$ cat config.mk
export PLATFORM = sky130hd
export DESIGN_NAME = regfile_writeback_flat
export DESIGN_NICKNAME = d
export VERILOG_FILES = /design/src/rtl/regfile_writeback_pkg.sv /design/src/rtl/regfile_writeback_if.sv /design/src/rtl/regfile_writeback_wb_result_fifo.sv /design/src/rtl/regfile_writeback.sv /design/src/flat_wrapper.sv
export SDC_FILE = /design/constraint.sdc
export NUM_CORES = 1
export LEC_CHECK = 0
export ABC_AREA = 0
export CAP_MARGIN = 20
export CELL_PAD_IN_SITES_DETAIL_PLACEMENT = 1
export CELL_PAD_IN_SITES_GLOBAL_PLACEMENT = 2
export CORE_MARGIN = 2
export CORE_UTILIZATION = 37
export CTS_BUF_LIST = sky130_fd_sc_hd__clkbuf_16
export CTS_CLUSTER_DIAMETER = 40
export DETAILED_ROUTE_END_ITERATION = 7
export GPL_TIMING_DRIVEN = 0
export PLACE_DENSITY = 0.87
export SYNTH_ARGS = -nofsm -noshare
export SYNTH_HDL_FRONTEND = slang
export SYNTH_SLANG_ARGS = --single-unit
$ cat constraint.sdc
create_clock -name clk -period 4.5 [get_ports clk]
set_input_delay 0.45 -clock clk [delete_from_list [all_inputs] [get_ports clk]]
set_output_delay 0.45 -clock clk [all_outputs]
set_load 0.1 [all_outputs]
$ cat src/rtl/regfile_writeback_pkg.sv
// Shared types and defaults for the register-file writeback block.
//   WB_DATA_W / WB_ADDR_W : default register data / address widths
//   REG_ZERO              : address of the hardwired-zero register
//   wb_req_t              : one writeback request {valid, rd, data}
package regfile_writeback_pkg;
  localparam int WB_DATA_W = 32;
  localparam int WB_ADDR_W = 5;
  localparam logic [WB_ADDR_W-1:0] REG_ZERO = '0;

  typedef struct packed {
    logic                 valid;
    logic [WB_ADDR_W-1:0] rd;
    logic [WB_DATA_W-1:0] data;
  } wb_req_t;
endpackage

$ cat src/rtl/regfile_writeback_if.sv
// LSU result handshake into the writeback block.
//   lsu_valid  : LSU result offered        (master -> slave)
//   lsu_rd     : result destination        (master -> slave)
//   lsu_data   : result data               (master -> slave)
//   lsu_ready  : writeback buffer accepts  (slave -> master)
interface regfile_writeback_if #(
  parameter int ADDR_W = 5,
  parameter int DATA_W = 32
);
  logic              lsu_valid;
  logic              lsu_ready;
  logic [ADDR_W-1:0] lsu_rd;
  logic [DATA_W-1:0] lsu_data;

  modport master (output lsu_valid, output lsu_rd, output lsu_data, input  lsu_ready);
  modport slave  (input  lsu_valid, input  lsu_rd, input  lsu_data, output lsu_ready);
endinterface

$ cat src/rtl/regfile_writeback_wb_result_fifo.sv
// In-order result FIFO for buffered LSU writebacks.
//   clk, rst_n : clock, async active-low reset (empties the FIFO)
//   push, din  : enqueue; ignored while full, even if a pop happens that cycle
//   pop        : dequeue head; ignored while empty
//   head       : current head entry (valid only when !empty)
//   count      : number of stored entries (0..DEPTH)
//   empty      : count == 0
module wb_result_fifo #(
  parameter int DEPTH = 2,
  parameter int W     = 37,
  localparam int PW   = (DEPTH > 1) ? $clog2(DEPTH) : 1,
  localparam int CW   = $clog2(DEPTH + 1)
)(
  input  logic          clk,
  input  logic          rst_n,
  input  logic          push,
  input  logic [W-1:0]  din,
  input  logic          pop,
  output logic [W-1:0]  head,
  output logic [CW-1:0] count,
  output logic          empty
);
  logic [W-1:0]  mem [DEPTH];
  logic [PW-1:0] wptr, rptr;
  logic          do_push, do_pop;

  assign empty   = (count == '0);
  assign do_push = push & (count != CW'(DEPTH));
  assign do_pop  = pop & ~empty;
  assign head    = mem[rptr];

  always_ff @(posedge clk)
    if (do_push) mem[wptr] <= din;

  always_ff @(posedge clk or negedge rst_n) begin
    if (!rst_n) begin
      wptr  <= '0;
      rptr  <= '0;
      count <= '0;
    end else begin
      if (do_push) wptr <= (wptr == PW'(DEPTH - 1)) ? '0 : wptr + 1'b1;
      if (do_pop)  rptr <= (rptr == PW'(DEPTH - 1)) ? '0 : rptr + 1'b1;
      unique case ({do_push, do_pop})
        2'b10:   count <= count + 1'b1;
        2'b01:   count <= count - 1'b1;
        default: ;
      endcase
    end
  end
endmodule

$ cat src/rtl/regfile_writeback.sv
// Register-file write side: merges single-cycle ALU results and buffered LSU
// results onto the one write port, and tracks destinations of outstanding
// loads so issue can stall dependent readers.
//   clk, rst_n            : clock, async active-low reset
//   alu_valid/rd/data     : ALU result; alu_stall asks the ALU to hold it
//   issue_valid/issue_rd  : load issued; marks issue_rd pending
//   lsu (slave modport)   : LSU result handshake into the result buffer
//   rs1/rs2_addr -> busy  : pending-load probe for issue
//   wb_write/addr/data    : registered register-file write port
// Optional: REGFILE_WB_STARVE_GUARD_EN lets a buffered LSU result force its
// way past a continuously busy ALU after STARVE_MAX lost cycles.
// The request struct is sized by the package widths, which DATA_W/ADDR_W
// default to.
module regfile_writeback
  import regfile_writeback_pkg::*;
#(
  parameter int DATA_W     = WB_DATA_W,
  parameter int ADDR_W     = WB_ADDR_W,
  parameter int DEPTH      = 2,
  parameter int STARVE_MAX = 4
)(
  input  logic              clk,
  input  logic              rst_n,
  input  logic              alu_valid,
  input  logic [ADDR_W-1:0] alu_rd,
  input  logic [DATA_W-1:0] alu_data,
  output logic              alu_stall,
  input  logic              issue_valid,
  input  logic [ADDR_W-1:0] issue_rd,
  regfile_writeback_if.slave lsu,
  input  logic [ADDR_W-1:0] rs1_addr,
  input  logic [ADDR_W-1:0] rs2_addr,
  output logic              rs1_busy,
  output logic              rs2_busy,
  output logic              wb_write,
  output logic [ADDR_W-1:0] wb_addr,
  output logic [DATA_W-1:0] wb_data
);
  localparam int NREG = 2 ** ADDR_W;
  localparam int CW   = $clog2(DEPTH + 1);
  localparam int W    = ADDR_W + DATA_W;

  if (DEPTH < 1 || STARVE_MAX < 1) begin : g_bad_cfg
    $error("regfile_writeback: DEPTH and STARVE_MAX must be >= 1");
  end

  // ---- LSU result buffer ----
  logic [W-1:0]      head;
  logic [CW-1:0]     count;
  logic              empty, pop;
  logic [ADDR_W-1:0] head_rd;
  logic [DATA_W-1:0] head_data;

  assign lsu.lsu_ready = (count < CW'(DEPTH));
  assign head_rd       = head[W-1 -: ADDR_W];
  assign head_data     = head[DATA_W-1:0];

  wb_result_fifo #(.DEPTH(DEPTH), .W(W)) u_fifo (
    .clk   (clk),
    .rst_n (rst_n),
    .push  (lsu.lsu_valid & lsu.lsu_ready),
    .din   ({lsu.lsu_rd, lsu.lsu_data}),
    .pop   (pop),
    .head  (head),
    .count (count),
    .empty (empty)
  );

  // ---- arbitration ----
  logic    alu_req, alu_take, starve;
  wb_req_t wb_nxt, wb_q;

  assign alu_req  = alu_valid & (alu_rd != REG_ZERO);
  assign pop      = ~empty & (~alu_req | starve);
  assign alu_take = alu_req & ~pop;

`ifdef REGFILE_WB_STARVE_GUARD_EN
  localparam int SW = $clog2(STARVE_MAX + 1);
  logic [SW-1:0] starve_cnt;

  assign starve    = ~empty & (starve_cnt == SW'(STARVE_MAX));
  assign alu_stall = alu_req & starve;

  // Counts cycles the waiting head lost to the ALU; any pop restarts it.
  always_ff @(posedge clk or negedge rst_n) begin
    if (!rst_n)                                       starve_cnt <= '0;
    else if (pop)                                     starve_cnt <= '0;
    else if (~empty & (starve_cnt != SW'(STARVE_MAX))) starve_cnt <= starve_cnt + 1'b1;
  end
`else
  assign starve    = 1'b0;
  assign alu_stall = 1'b0;
`endif

  always_comb begin
    wb_nxt = '0;
    if (alu_take)  wb_nxt = '{valid: 1'b1, rd: alu_rd, data: alu_data};
    else if (pop)  wb_nxt = '{valid: (head_rd != REG_ZERO), rd: head_rd, data: head_data};
  end

  always_ff @(posedge clk or negedge rst_n) begin
    if (!rst_n) wb_q <= '0;
    else        wb_q <= wb_nxt;
  end

  assign wb_write = wb_q.valid;
  assign wb_addr  = wb_q.rd;
  assign wb_data  = wb_q.data;

  // ---- pending-load scoreboard ----
  // The clear is applied one edge after the pop so the bit stays set through
  // the cycle the write is on wb_*; the register file write-through covers
  // readers in that cycle.
  logic [NREG-1:0]   sb, sb_nxt;
  logic              clr_vld;
  logic [ADDR_W-1:0] clr_rd;

  always_comb begin
    sb_nxt = sb;
    if (clr_vld) sb_nxt[clr_rd] = 1'b0;
    if (issue_valid && issue_rd != REG_ZERO) sb_nxt[issue_rd] = 1'b1;
    sb_nxt[0] = 1'b0;
  end

  always_ff @(posedge clk or negedge rst_n) begin
    if (!rst_n) begin
      sb      <= '0;
      clr_vld <= 1'b0;
      clr_rd  <= '0;
    end else begin
      sb      <= sb_nxt;
      clr_vld <= pop;
      clr_rd  <= head_rd;
    end
  end

  assign rs1_busy = sb[rs1_addr] & (rs1_addr != REG_ZERO);
  assign rs2_busy = sb[rs2_addr] & (rs2_addr != REG_ZERO);
endmodule

$ cat src/flat_wrapper.sv
// flat-port wrapper written by rule: the top's interface ports become plain ports
module regfile_writeback_flat import regfile_writeback_pkg::*;
#(
  parameter int DATA_W     = WB_DATA_W,
  parameter int ADDR_W     = WB_ADDR_W,
  parameter int DEPTH      = 2,
  parameter int STARVE_MAX = 4
)
  (clk, rst_n, alu_valid, alu_rd, alu_data, alu_stall, issue_valid, issue_rd, rs1_addr, rs2_addr, rs1_busy, rs2_busy, wb_write, wb_addr, wb_data, lsu_lsu_valid, lsu_lsu_rd, lsu_lsu_data, lsu_lsu_ready);
  regfile_writeback_if #(.ADDR_W(ADDR_W), .DATA_W(DATA_W)) lsu_i ();
  input  logic clk;
  input  logic rst_n;
  input  logic alu_valid;
  input  logic [ADDR_W-1:0] alu_rd;
  input  logic [DATA_W-1:0] alu_data;
  output logic alu_stall;
  input  logic issue_valid;
  input  logic [ADDR_W-1:0] issue_rd;
  input  logic [ADDR_W-1:0] rs1_addr;
  input  logic [ADDR_W-1:0] rs2_addr;
  output logic rs1_busy;
  output logic rs2_busy;
  output logic wb_write;
  output logic [ADDR_W-1:0] wb_addr;
  output logic [DATA_W-1:0] wb_data;
  input wire logic [$bits(lsu_i.lsu_valid)-1:0] lsu_lsu_valid;
  input wire logic [$bits(lsu_i.lsu_rd)-1:0] lsu_lsu_rd;
  input wire logic [$bits(lsu_i.lsu_data)-1:0] lsu_lsu_data;
  output wire logic [$bits(lsu_i.lsu_ready)-1:0] lsu_lsu_ready;
  assign lsu_i.lsu_valid = lsu_lsu_valid;
  assign lsu_i.lsu_rd = lsu_lsu_rd;
  assign lsu_i.lsu_data = lsu_lsu_data;
  assign lsu_lsu_ready = lsu_i.lsu_ready;
  regfile_writeback #(.DATA_W(DATA_W), .ADDR_W(ADDR_W), .DEPTH(DEPTH), .STARVE_MAX(STARVE_MAX)) u_core (.clk(clk), .rst_n(rst_n), .alu_valid(alu_valid), .alu_rd(alu_rd), .alu_data(alu_data), .alu_stall(alu_stall), .issue_valid(issue_valid), .issue_rd(issue_rd), .lsu(lsu_i), .rs1_addr(rs1_addr), .rs2_addr(rs2_addr), .rs1_busy(rs1_busy), .rs2_busy(rs2_busy), .wb_write(wb_write), .wb_addr(wb_addr), .wb_data(wb_data));
endmodule
== Yosys cells after proc, flatten, opt, wreduce, memory -nomap -nowiden ==
Memory sizes are Yosys's and may differ from the RTL's.
Index checks and enable logic that the tools add are counted.

* Divide/modulo/power cells: 0
* Bitwise logic cells: 14
* Reduce and logical (&&, ||, !) cells: 10
* Add/sub/neg operators: 4
* Shifts and indexed selects: 0
* Multipliers: 0
* Multiplexer cells: 17
* $lt $le $gt $ge: 7
* Equal/unequal tests: 3

{| class="wikitable"
|+ Operators with widths
! operator !! count
|-
| two-way mux 38 bit || 2
|-
| two-way mux 32 bit || 2
|-
| AND 32 bit || 1
|-
| NOT 32 bit || 1
|-
| bitwise OR 32 bit || 1
|-
| nonzero test 5 bit || 5
|-
| < comparator 5 x 6 -> 1 bit (second input constant) || 4
|-
| binary-select mux 1 bit (select 5 bit) || 2
|-
| demux 1 bit (select 5 bit) || 2
|-
| greater-or-equal comparator 5 x 1 -> 1 bit (second input constant) || 2
|-
| AND 1 bit || 8
|-
| two-way mux 1 bit || 8
|-
| case mux 2 bit (2 select lines) || 1
|-
| logical AND 1 bit || 3
|-
| NOT 1 bit || 3
|-
| adder 1 bit (second input constant) || 2
|-
| adder 2 x 1 -> 2 bit (second input constant) || 1
|-
| == test 2 x 1 -> 1 bit (second input constant) || 1
|-
| == test 2 bit (second input constant) || 1
|-
| logical NOT 2 bit || 1
|-
| < comparator 2 bit (second input constant) || 1
|-
| != test 2 bit (second input constant) || 1
|-
| nonzero test 2 bit || 1
|-
| subtractor 2 x 1 -> 2 bit (second input constant) || 1
|}

* Output and inout port bits: 42
* RAM bits: 74
* Memory bits (read-only): 0
* Flip-flop bits (word level): 79
* Bits in latches: 0
* Word-level logic and storage cells: 65
* Memories: 1

{| class="wikitable"
|+ Memory list
! name !! words !! width !! read ports !! clocked after Yosys merged registers in !! write ports !! RTL line !! text
|-
| u_core.u_fifo.mem || 2 || 37 || 1 || 0 || 1 || regfile_writeback_wb_result_fifo.sv:23 || <nowiki>logic [W-1:0] mem [DEPTH];</nowiki>
|}

== Longest topological paths before layout ==
* Depth in word-level cells: 9
* Gate-level depth with buffers: 9
* Mapped depth without buffers: 8

== Modules after synthesis ==
Synthesis repeated with hierarchy kept, for this count alone.

* Cells, all modules: 498
* Area total of the unflattened synthesis: 6675.2 um^2

{| class="wikitable"
|+ Modules (own cells, without submodules)
! module !! cells each !! times used !! area an instance (um^2)
|-
| regfile_writeback || 365 || 1 || 3726.1
|-
| wb_result_fifo || 133 || 1 || 2949.1
|}

== Worst setup path after synthesis ==
No wires, ideal clock.

* Path kind: reg-to-reg
* From: reg u_core.u_fifo.count[1]
* To: mem u_core.u_fifo.mem[0][0] (enable)
* Library setup time: 0.431 ns
* Cell stages (with the launch flop): 4
* Arrival time: 2.858 ns
* Setup slack: 1.210 ns
* Period minus slack after synthesis: 3.290 ns
* Cell sequence: dfrtp_1 inv_1 nand2_1 nor2_1

* Word-level cells in the longest chain between the ends: 5
* Elaborated cells on any way between the ends: 6
* Classes of those cells: order compare (1); eq/ne (1); mux (2); bitwise (2)

{| class="wikitable"
|+ Ends and longest elaborated chain
! element !! RTL line !! text
|-
| from (decl) || regfile_writeback_wb_result_fifo.sv:20 || <nowiki>output logic [CW-1:0] count,</nowiki>
|-
| from (signal assigned) || regfile_writeback_wb_result_fifo.sv:44 || <nowiki>2'b10: count <= count + 1'b1;</nowiki>
|-
| from (signal assigned) || regfile_writeback_wb_result_fifo.sv:45 || <nowiki>2'b01: count <= count - 1'b1;</nowiki>
|-
| < comparator 2 bit || regfile_writeback.sv:54 || <nowiki>assign lsu.lsu_ready = (count < CW'(DEPTH));</nowiki>
|-
| via lsu_lsu_ready || flat_wrapper.sv:29 || <nowiki>output wire logic [$bits(lsu_i.lsu_ready)-1:0] lsu_lsu_ready;</nowiki>
|-
| AND 1 bit || regfile_writeback.sv:61 || <nowiki>.push (lsu.lsu_valid & lsu.lsu_ready),</nowiki>
|-
| AND 1 bit || regfile_writeback_wb_result_fifo.sv:28 || <nowiki>assign do_push = push & (count != CW'(DEPTH));</nowiki>
|-
| two-way mux 1 bit || regfile_writeback_wb_result_fifo.sv:33 || <nowiki>if (do_push) mem[wptr] <= din;</nowiki>
|-
| two-way mux 1 bit (implied by the code) || regfile_writeback_wb_result_fifo.sv:33 ||
|-
| to (decl) || regfile_writeback_wb_result_fifo.sv:23 ||
|}

The timed path passes the listed nets, and every way through them passes these cells.

== Worst setup path after layout ==
* From: in rs2_addr[0]
* To: out rs2_busy

* Word-level cells in the longest chain between the ends: 3
* Elaborated cells on any way between the ends: 4
* Classes of those cells: mux (2); bitwise (1); reduce/logical (1)

{| class="wikitable"
|+ Ends and longest elaborated chain
! element !! RTL line !! text
|-
| from (decl) || flat_wrapper.sv:20 || <nowiki>input logic [ADDR_W-1:0] rs2_addr;</nowiki>
|-
| binary-select mux 1 bit (select 5 bit) || regfile_writeback.sv:138 || <nowiki>assign rs2_busy = sb[rs2_addr] & (rs2_addr != REG_ZERO);</nowiki>
|-
| two-way mux 1 bit (implied by the code) || regfile_writeback.sv:138 ||
|-
| AND 1 bit * || regfile_writeback.sv:138 ||
|-
| to (decl) || flat_wrapper.sv:22 || <nowiki>output logic rs2_busy;</nowiki>
|}

Mark *: on every way between the ends. The rest lies on a longest branch, timed or not. The select of a mux whose other input is x is not followed.

==> reports/qor.yml <==
outcome: "completed"
postRouteAntennaNets: 0
routabilityCongestion: 0.8115
place_ws_ns: 0.5222
finalSetupViolations: 0
ys.flop_type: "dfrtp_1"
cts_hold_buffers: 1
antenna_found_initial: 2
final_cells: 857
avgSynthCellArea_um2: 13.83
synth_common_cells: "79 x dfrtp_1, 74 x edfxtp_1, 62 x o21ai_0"
synth_cell_types: 46
endpoint_kind: "output pin"
clkSlewWorstSetupHoldPaths_ns: 0.07
synth_top_area_frac: 0.3463
worstSetupPathType: "primary input to output pin"
crit_required_ns: 4.05
cts_buffer_depth: 2
p_int_w: 0.003443
via_per_inst: 5.306
synth_area_leader_cell: "edfxtp_1"
clock-sinks: 153
hold_viol: 0
pwr_density_cell_mw_per_mm2: 663.0
synthCells: 464
ys_ff_latch: 153
grt_pass1_wl_um: 27920
clk-insertion-delay-late_ns: 0.42
areaGrowthSynthToFinish_pct: 35.90
synth_edf_count: 74
drc: 0
ir_drop_uv: 329.6
die_w_um: 135.7
cts-root-buf: "clkbuf_16"
leakagePower_nw: 3.296
clockPowerShare: 0.257
yosysSeqAreaShare: 0.6544
first_iter_violations: 205
relSlewSlack: 0.2979
syn_nets: 559
fin_crit_sh: 0.8948
pwr-share-comb: 0.374
die_h_um: 135.7
yosys.cell_count.top_type: "dfrtp_1"
post-cts-setup-buffer-count: 0
initial_core_util: 0.3749
crit_arrival_ns: 3.58
nNetsFinal: 714
post_drt_wl_per_cell_um: 20.66
portBuffers: 132
skew_ns: 0.01358
seqPwrFrac: 0.368
io-pin-count: 136
reg2reg_slack_ns: 2.60
slew_viol_final: 0
power.switching_w: 0.002339
r2r_end: "u_core.u_fifo.count[1]"
grt_setup_unrepaired: "no"
die-area_mm2: 0.01841
switching_share: 0.4045
drive_gt1_frac: 0.1424
period_needed_ns: 4.026
timing.rr.start: "u_core.u_fifo.count[0]"
drtPass1Iterations: 4
synthTopCellsByArea: "edfxtp_1 35%, dfrtp_1 31%, mux2i_1 7.5%"
h-tree-depth: 4
rr_worst_depth: 8
antenna_cells: 0
start_kind: "primary input"
setup.worst_path.start: "rs2_addr[0]"
tns_ns: 0
grt-ovfl-total: 0
crit_end: "rs2_busy"
netlist_area_mm2: 0.006416
yosys_warnings: 0
timing.fmax_mhz: 248.4
post_cts_resize_count: 0
via_count: 4547
cts_made_buffers: 17
async_flop_share: 0.5163
crit_path_max_fanout: 10
track_usage: 0.2025
dp_cells: 824
dp_hpwl_um: 12460
grt_start_max_net_pins: 56
core_mm2: 0.01712
hp-class: "primary input to async pin"
grt_pass1_vias: 5240
fin_ws_ns: 0.4735
num_rows: 48
worst_slew_pin_slew_ns: 1.050
cts_tree: "built"
cap_violations: 0
routed_wl_um: 17710
==> routing by layer <==
layer | track usage | up-vias | part of all wire
met3 | 0.07258 | 24 | 0.065
li1 | - | 2067 | -
met1 | 0.2255 | 2312 | 0.39
met4 | 0.05498 | 2 | 0.015
met5 | 0 | - | 0.00068
met2 | 0.3656 | 142 | 0.53
==> worst min path at each step <==
stage	slack [ns]	cells past startpoint	end
6_report	0.50	2	u_core.wb_data[24]
5_1_grt	0.51	2	u_core.wb_data[13]
4_1_cts	0.50	2	u_core.wb_data[12]
3_5_place_dp	0.41	1	u_core.wb_data[27]
3_3_place_gp	0.48	1	u_core.u_fifo.wptr
2_1_floorplan	0.15	0	u_core.clr_rd[0]
==> logic make-up after synthesis <==
kind of cell    after synthesis  share of synthesized area
simple gates                 90                    0.07313
flops                       153                     0.6544
fa+ha+maj                     1                   0.001950
compound gates              121                     0.1320
xor+xnor                      5                   0.006825
other cells                   1                  0.0005845
buf+inv                      32                    0.02633
mux                          61                     0.1047
==> registers in the layout (all words and copies together), names as in the netlist <==
signal	count
u_core.u_fifo.mem	74
u_core.wb_data	32
u_core.sb	31
u_core.clr_rd	5
u_core.wb_addr	5
u_core.u_fifo.count	2
u_core.clr_vld	1
u_core.u_fifo.rptr	1
u_core.u_fifo.wptr	1
u_core.wb_write	1
==> final cells by class <==
class | instances | area [µm²]
Clock buffer | 17 | 425.4
Buffer | 24 | 138.9
Tap cell | 225 | 281.5
Timing Repair Buffer | 136 | 1396
Inverter | 8 | 30.03
Sequential cell | 153 | 4199
Fill cell | 1701 | 8397
Clock inverter | 15 | 191.4
Multi-Input combinational cell | 279 | 2057
==> through the flow <==
| stage | cell area, µm² | power, W | hold WS (ns) | util |
|---|---|---|---|---|
| finish | 8720 | 0.005781 | 0.5025 | 0.5094 |
| global route | 8720 | 0.006032 | 0.5099 | 0.5094 |
| CTS | 8720 | 0.005830 | 0.4963 | 0.5094 |
| detailed placement | 8093 | 0.004312 | 0.4140 | 0.4728 |
| global placement | 8019 | 0.004202 | 0.4783 | 0.4685 |
| floorplan | 6416 | 0.003607 | 0.1544 | - |
==> layout by cell type, fill, tap and decap left out, types with 4 or more instances in the layout <==
cell and n:
clkdlybuf4s50_1 131, dfrtp_1 79, edfxtp_1 74, o21ai_0 62, mux2i_1 48, nand2_1 42
o31ai_2 17, clkbuf_16 17, o31ai_1 15, buf_2 10, nand3b_1 10, mux2_2 9
inv_1 8, nand3_1 7, clkbuf_1 6, nor2b_1 6, nor2_1 5, or3b_2 5
xnor2_1 5, buf_6 4, o21ai_1 4, a2111oi_0 4, mux4_2 4, inv_6 4
==> critical path: stages <==
cell             delay, ns
clkdlybuf4s50_1       0.55
buf_2                 0.24
nor2b_1               0.29
a32oi_1               0.09
a2111oi_0             0.62
a221o_1               0.20
clkdlybuf4s50_1       1.13
==> power by group through the flow <==
| stage | Sequential, W | Combinational [W] | Clock (W) |
|---|---|---|---|
| CTS | 0.00213 | 0.00219 | 0.00151 |
| floorplan | 0.00275 | 0.000860 | 0 |
| detailed placement | 0.00215 | 0.00216 | 0 |
| finish | 0.00213 | 0.00216 | 0.00149 |
| global placement | 0.00213 | 0.00207 | 0 |
| global route | 0.00218 | 0.00229 | 0.00157 |
Note: power is estimated with default switching activity, not from simulation.
